`config.mk`:
```
export PLATFORM = sky130hd
export DESIGN_NAME = wb_stage
export DESIGN_NICKNAME = d
export VERILOG_FILES = /design/src/rtl/rv_wb_pkg.sv /design/src/rtl/ld_align.sv /design/src/rtl/wb_stage.sv
export SDC_FILE = /design/constraint.sdc
export NUM_CORES = 1
export LEC_CHECK = 0
export CAP_MARGIN = 20
export CORE_MARGIN = 8
export CORE_UTILIZATION = 44
export CTS_CLUSTER_SIZE = 30
export DETAILED_ROUTE_END_ITERATION = 10
export PLACE_DENSITY = 0.79
export SLEW_MARGIN = 20
export SYNTH_ARGS = -nofsm -noshare
export SYNTH_HDL_FRONTEND = slang
export SYNTH_HIERARCHICAL = 1
export SYNTH_SLANG_ARGS = --single-unit
```
`constraint.sdc`:
```
create_clock -name i_clk -period 2.4 [get_ports i_clk]
set_clock_uncertainty 0.15 [all_clocks]
set_input_delay 0.36 -clock i_clk [delete_from_list [all_inputs] [get_ports i_clk]]
set_output_delay 0.36 -clock i_clk [all_outputs]
set_load 0.02 [all_outputs]
```
`src/rtl/rv_wb_pkg.sv`:
```
// Shared types for the RV32I writeback stage:
// writeback selects, load funct3 codes and the MEM/WB register layout.
package rv_wb_pkg;

  localparam int WB_XLEN = 32;

  typedef enum logic [1:0] {
    WB_ALU  = 2'b00,
    WB_LOAD = 2'b01,
    WB_PC4  = 2'b10,
    WB_RSV  = 2'b11
  } wb_sel_e;

  localparam logic [2:0] F3_LB  = 3'b000;
  localparam logic [2:0] F3_LH  = 3'b001;
  localparam logic [2:0] F3_LW  = 3'b010;
  localparam logic [2:0] F3_LBU = 3'b100;
  localparam logic [2:0] F3_LHU = 3'b101;

  typedef struct packed {
    logic               valid;
    logic               done;
    logic [WB_XLEN-1:0] pc;
    logic [4:0]         rd_addr;
    logic               rd_wren;
    wb_sel_e            wb_sel;
    logic [WB_XLEN-1:0] alu_data;
    logic [WB_XLEN-1:0] ld_data;
    logic [2:0]         ld_funct3;
    logic [1:0]         addr_lo;
  } mem_wb_t;

endpackage

```
`src/rtl/ld_align.sv`:
```
// Load data aligner: picks the byte/halfword lane of the
// memory word and sign- or zero-extends it to XLEN.
module ld_align
  import rv_wb_pkg::*;
#(
  parameter int XLEN = WB_XLEN
) (
  input  logic [2:0]      funct3,
  input  logic [1:0]      addr_lo,
  input  logic [XLEN-1:0] word,
  output logic [XLEN-1:0] value
);

  logic [7:0]  lane_b;
  logic [15:0] lane_h;

  always_comb begin
    lane_b = word[7:0];
    unique case (addr_lo)
      2'd0: lane_b = word[7:0];
      2'd1: lane_b = word[15:8];
      2'd2: lane_b = word[23:16];
      2'd3: lane_b = word[31:24];
    endcase
  end

  // addr_lo[0] is ignored: misaligned halfwords trap upstream
  assign lane_h = addr_lo[1] ? word[31:16] : word[15:0];

  always_comb begin
    value = word;
    case (funct3)
      F3_LB:   value = {{(XLEN-8){lane_b[7]}}, lane_b};
      F3_LBU:  value = {{(XLEN-8){1'b0}}, lane_b};
      F3_LH:   value = {{(XLEN-16){lane_h[15]}}, lane_h};
      F3_LHU:  value = {{(XLEN-16){1'b0}}, lane_h};
      F3_LW:   value = word;
      default: value = word;
    endcase
  end

endmodule

```
`src/rtl/wb_stage.sv`:
```
// RV32I writeback stage: MEM/WB register, writeback mux,
// regfile write port and the retired-instruction counter.
module wb_stage
  import rv_wb_pkg::*;
#(
  parameter int XLEN  = WB_XLEN,
  parameter int CNT_W = 64
) (
  input  logic             i_clk,
  input  logic             i_reset,
  input  logic             i_hold,
  input  logic             i_flush,
  input  logic             i_mem_valid,
  input  logic [XLEN-1:0]  i_mem_pc,
  input  logic [4:0]       i_mem_rd_addr,
  input  logic             i_mem_rd_wren,
  input  logic [1:0]       i_mem_wb_sel,
  input  logic [XLEN-1:0]  i_mem_alu_data,
  input  logic [XLEN-1:0]  i_mem_ld_data,
  input  logic [2:0]       i_mem_ld_funct3,
  input  logic [1:0]       i_mem_addr_lo,
  output logic [4:0]       o_rd_addr,
  output logic [XLEN-1:0]  o_rd_data,
  output logic             o_rd_wren,
  output logic             o_wb_valid,
  output logic [XLEN-1:0]  o_wb_pc,
  output logic [CNT_W-1:0] o_retire_cnt
);

  mem_wb_t          q;
  mem_wb_t          cap;
  logic [CNT_W-1:0] retire_cnt;
  logic             commit;
  logic [XLEN-1:0]  ld_val;

  always_comb begin
    cap           = '0;
    cap.valid     = i_mem_valid;
    cap.done      = 1'b0;
    cap.pc        = i_mem_pc;
    cap.rd_addr   = i_mem_rd_addr;
    cap.rd_wren   = i_mem_rd_wren;
    cap.wb_sel    = wb_sel_e'(i_mem_wb_sel);
    cap.alu_data  = i_mem_alu_data;
    cap.ld_data   = i_mem_ld_data;
    cap.ld_funct3 = i_mem_ld_funct3;
    cap.addr_lo   = i_mem_addr_lo;
  end

  // done keeps a held instruction from committing twice
  always_ff @(posedge i_clk) begin
    if (i_reset) begin
      q          <= '0;
      retire_cnt <= '0;
    end else begin
      if (commit)
        retire_cnt <= retire_cnt + CNT_W'(1);
      if (i_flush) begin
        q.valid   <= 1'b0;
        q.rd_wren <= 1'b0;
        q.done    <= 1'b0;
      end else if (i_hold) begin
        q.done <= q.valid;
      end else begin
        q <= cap;
      end
    end
  end

  assign commit = q.valid & ~q.done;

  ld_align #(
    .XLEN(XLEN)
  ) u_ld_align (
    .funct3  (q.ld_funct3),
    .addr_lo (q.addr_lo),
    .word    (q.ld_data),
    .value   (ld_val)
  );

  always_comb begin
    o_rd_data = '0;
    unique case (q.wb_sel)
      WB_ALU:  o_rd_data = q.alu_data;
      WB_LOAD: o_rd_data = ld_val;
      WB_PC4:  o_rd_data = q.pc + XLEN'(4);
      WB_RSV:  o_rd_data = '0;
    endcase
  end

  assign o_rd_addr    = q.rd_addr;
  assign o_rd_wren    = commit & q.rd_wren & (q.rd_addr != 5'd0);
  assign o_wb_valid   = commit;
  assign o_wb_pc      = q.pc;
  assign o_retire_cnt = retire_cnt;

endmodule

```
==> impl_metrics.py, run 1 <==
metrics = {
    "outcome": {
        "status": "finished with violations",
        "violations": "setup timing",
    },
    "critical_path": {
        "slowest_delay_ns": 0.54,
        "end_kind": "output port",
        "required_ns": 1.89,
        "worstPathArrival_ns": 2.49,
        "crit_family": "multiplexers",
        "crit_slowest_cell": "mux4_2",
        "r2r_cells": 7,
        "crit_fanout": 5,
        "r2r_end": "o_retire_cnt[36]",
        "crit_type": "reg -> out",
        "start_kind": "flop",
        "cp_num_buf_inv": 2,
        "r2r-start": "o_retire_cnt[1]",
        "reg2reg_slack_ns": 0.12,
        "crit_path_cell_trace": "mux4_2 -> and3b_2 -> buf_12 -> a221o_1 -> mux2i_1 -> o22ai_1 -> buf_4",
        "cp.depth": 7,
    },
    "hold_path": {
        "min_path_cells": 2,
        "hold_path_startpoint": "i_reset",
        "hp-class": "in -> reg",
        "hold_path_end": "o_retire_cnt[29]",
    },
    "logic_synthesis": {
        "synth-seq-cells": 175,
        "ys_seq_area_share_pct": 39.4,
        "synth_flop_cell": "dfxtp_1",
        "yosysTopAreaCell": "dfxtp_1",
        "synth_area_sq_um": 8900,
        "avgSynthCellArea_sq_um": 7.75,
        "yosys-top-cells-area": "dfxtp_1 (39%), nand2_1 (12%), a21oi_1 (7.4%)",
        "ys_types": 52,
        "netlist_instances": 1148,
        "synth-async-reset-ratio_pct": 0,
        "synth_warnings": 6,
        "yosys.area.top_type_share_pct": 39.4,
        "synth-edff-count": 0,
        "syn_nets": 1264,
    },
    "die": {
        "dieArea_sq_um": 25000,
        "die_w_um": 158,
        "initial_core_util_pct": 44.4,
        "io_pins": 249,
        "die_h_um": 158,
        "num_rows": 52,
        "coreArea_sq_um": 20000,
    },
    "timing": {
        "tightestPinTransition_ns": 0.571,
        "final_max_slew_viol_count": 0,
        "rsz0062_at_grt": "true",
        "period_share_pct": 125,
        "fin_crit_ns": 3.00,
        "setup_tns_ns": -12.46,
        "fmax_mhz": 333,
        "hold_slack_ns": 0.246,
        "setup_slack_ns": -0.602,
        "setup_viol": 32,
        "slew-limit-headroom_pct": 61.9,
        "hold_violations": 0,
    },
    "cells_and_area": {
        "mostFrequentLayoutCell": "nand2_1",
        "nets": 1549,
        "final_cell_mix": "nand2_1 (282), clkdlybuf4s50_1 (213), dfxtp_1 (169)",
        "drive_gt1_share_pct": 17.9,
        "final_util_pct": 65.5,
        "area_delta_synth_final_pct": 47.4,
        "fin_cells": 1719,
    },
    "clock_network": {
        "clock_path_buffers": 2,
        "cts_buffers": 17,
        "cts_tree": "built",
        "clk_latency_ns": 0.43,
        "clk_pin_slew_ns": 0.07,
        "cts_sinks": 175,
        "cts_hold_buf": 0,
        "cts_root_buffer": "clkbuf_16",
        "htreeDepth": 4,
    },
    "routing": {
        "wl_per_cell_um": 18.6,
        "vias_per_cell": 5.50,
        "drt-total-wl_mm": 32.0,
        "drc_errors": 0,
        "ant_nets": 0,
        "first_pass_iters": 5,
        "drt-initial-drc-count": 702,
        "route.vias.total": 9449,
    },
    "placed_design": {
        "dp_hpwl_mm": 24.0,
        "place_ws_ns": -0.510,
        "gp_congestion": 0.989,
        "portBuffers": 248,
        "place_inst": 1680,
    },
    "grt": {
        "gr-total-overflow": 0,
        "grt_pass1_wl_mm": 48.1,
        "grt_pass1_vias": 9212,
        "antenna_found_initial": 8,
        "grt_max_degree": 57,
        "grt_use_total_pct": 24.7,
    },
    "job": {
        "maxCapViolCount": 0,
    },
    "pwr": {
        "irDropWorstVdd_v": 0.000483,
        "p_per_area_nw_per_um2": 528,
        "p_leak_nw": 5.03,
    },
}
==> per-layer routing <==
metal	global-route usage (%)	wire length, um	vias up
met5	0	76	-
li1	-	-	4504
met3	9.61	3400	86
met1	26.9	12100	4423
met2	42.2	15400	424
met4	10.2	1100	12
==> sequential cells by signal, indices dropped and copies added, names as in the netlist <==
signal,flops
o_retire_cnt,64
q,74
o_wb_pc,32
o_rd_addr,5
==> where the power goes <==
part / switching [W] / internal [W]
Clock: 0.00125 / 0.00158
Sequential: 0.0000673 / 0.00299
Combinational: 0.000516 / 0.000522
Total: 0.00184 / 0.00509
==> worst reg2reg max path, delay by kind of cell (launching register included) <==
kind | cells | cell delay [ns]
AOI/OAI and AO/OA | 1 | 0.14
and+or+nand+nor | 4 | 1.01
DFF | 1 | 0.42
adders and majority gates | 1 | 0.26
buffers and inverters | 1 | 0.24
==> metrics by stage <==
stage / power [W] / cell area (sq um)
after global placement: 0.00410 / 12200
final: 0.00693 / 13100
after detailed placement: 0.00411 / 12200
after CTS: 0.00694 / 13000
after global routing: 0.00716 / 13100
after floorplan: 0.00359 / 8930
==> synthesized netlist by cell type, drive strengths merged, types with 2 or more instances <==
cell / count
a21o: 17
a21oi: 132
a221o: 8
a22oi: 7
a31o: 3
and2: 5
and3: 13
and4: 14
buf: 51
clkbuf: 61
dfxtp: 175
ha: 2
inv: 14
mux2i: 35
nand2: 283
nand2b: 8
nand3: 34
nand4: 28
nand4b: 3
nor2: 57
nor2b: 4
nor3: 11
nor4: 15
nor4b: 2
o21ai: 25
o22ai: 30
o31ai: 5
or2: 2
or3: 20
or4: 7
xnor2: 30
xor2: 39
==> layout make-up <==
class,instances,area (sq um)
diodes,3,7.51
clock buffers,18,439
clock inverters,14,154
fillers,1727,6910
inverters,14,52.6
multi-input cells,847,5040
flip-flops and latches,175,3510
well taps,270,338
repair buffers,378,3580
==> worst max-delay path by stage <==
stage | startpoint | to | slack (ns)
floorplan | q[3] | o_rd_data[16] | 0.008
global placement | q[1] | o_rd_data[15] | -0.44
detailed placement | q[1] | o_rd_data[15] | -0.51
CTS | q[1] | o_rd_data[15] | -0.57
global route | q[1] | o_rd_data[15] | -0.68
finish | q[1] | o_rd_data[11] | -0.60
==> repair_timing <==
| item | 4_1_cts | 5_1_grt |
|---|---|---|
| setup endpoints to repair | 34 | 48 |
| resized for setup | 190 | 32 |
| pin swaps | 15 | 15 |
| cloned | 1 | 0 |
| buffers inserted | 3 | 3 |
==> cells by family after synthesis <==
logic type	count (synthesis)	synth area share (%)
DFF	175	39.4
xor gates and xnor gates	69	6.79
adders and majority gates	2	0.281
muxes	36	4.19
AOI/OAI and AO/OA	232	15.2
and+or+nand+nor	508	27.2
buffers and inverters	126	7.04
(Power assumes the default switching activity.)
==> run 2: changes to the inputs <==
--- a/config.mk
+++ b/config.mk
@@ -10,6 +10,7 @@
 export CORE_UTILIZATION = 44
 export CTS_CLUSTER_SIZE = 30
 export DETAILED_ROUTE_END_ITERATION = 10
+export HOLD_SLACK_MARGIN = 0.1
 export PLACE_DENSITY = 0.79
 export SLEW_MARGIN = 20
 export SYNTH_ARGS = -nofsm -noshare
==> results of run 2 <==
The final DEF is identical to that of run 1; final timing and power are the same.
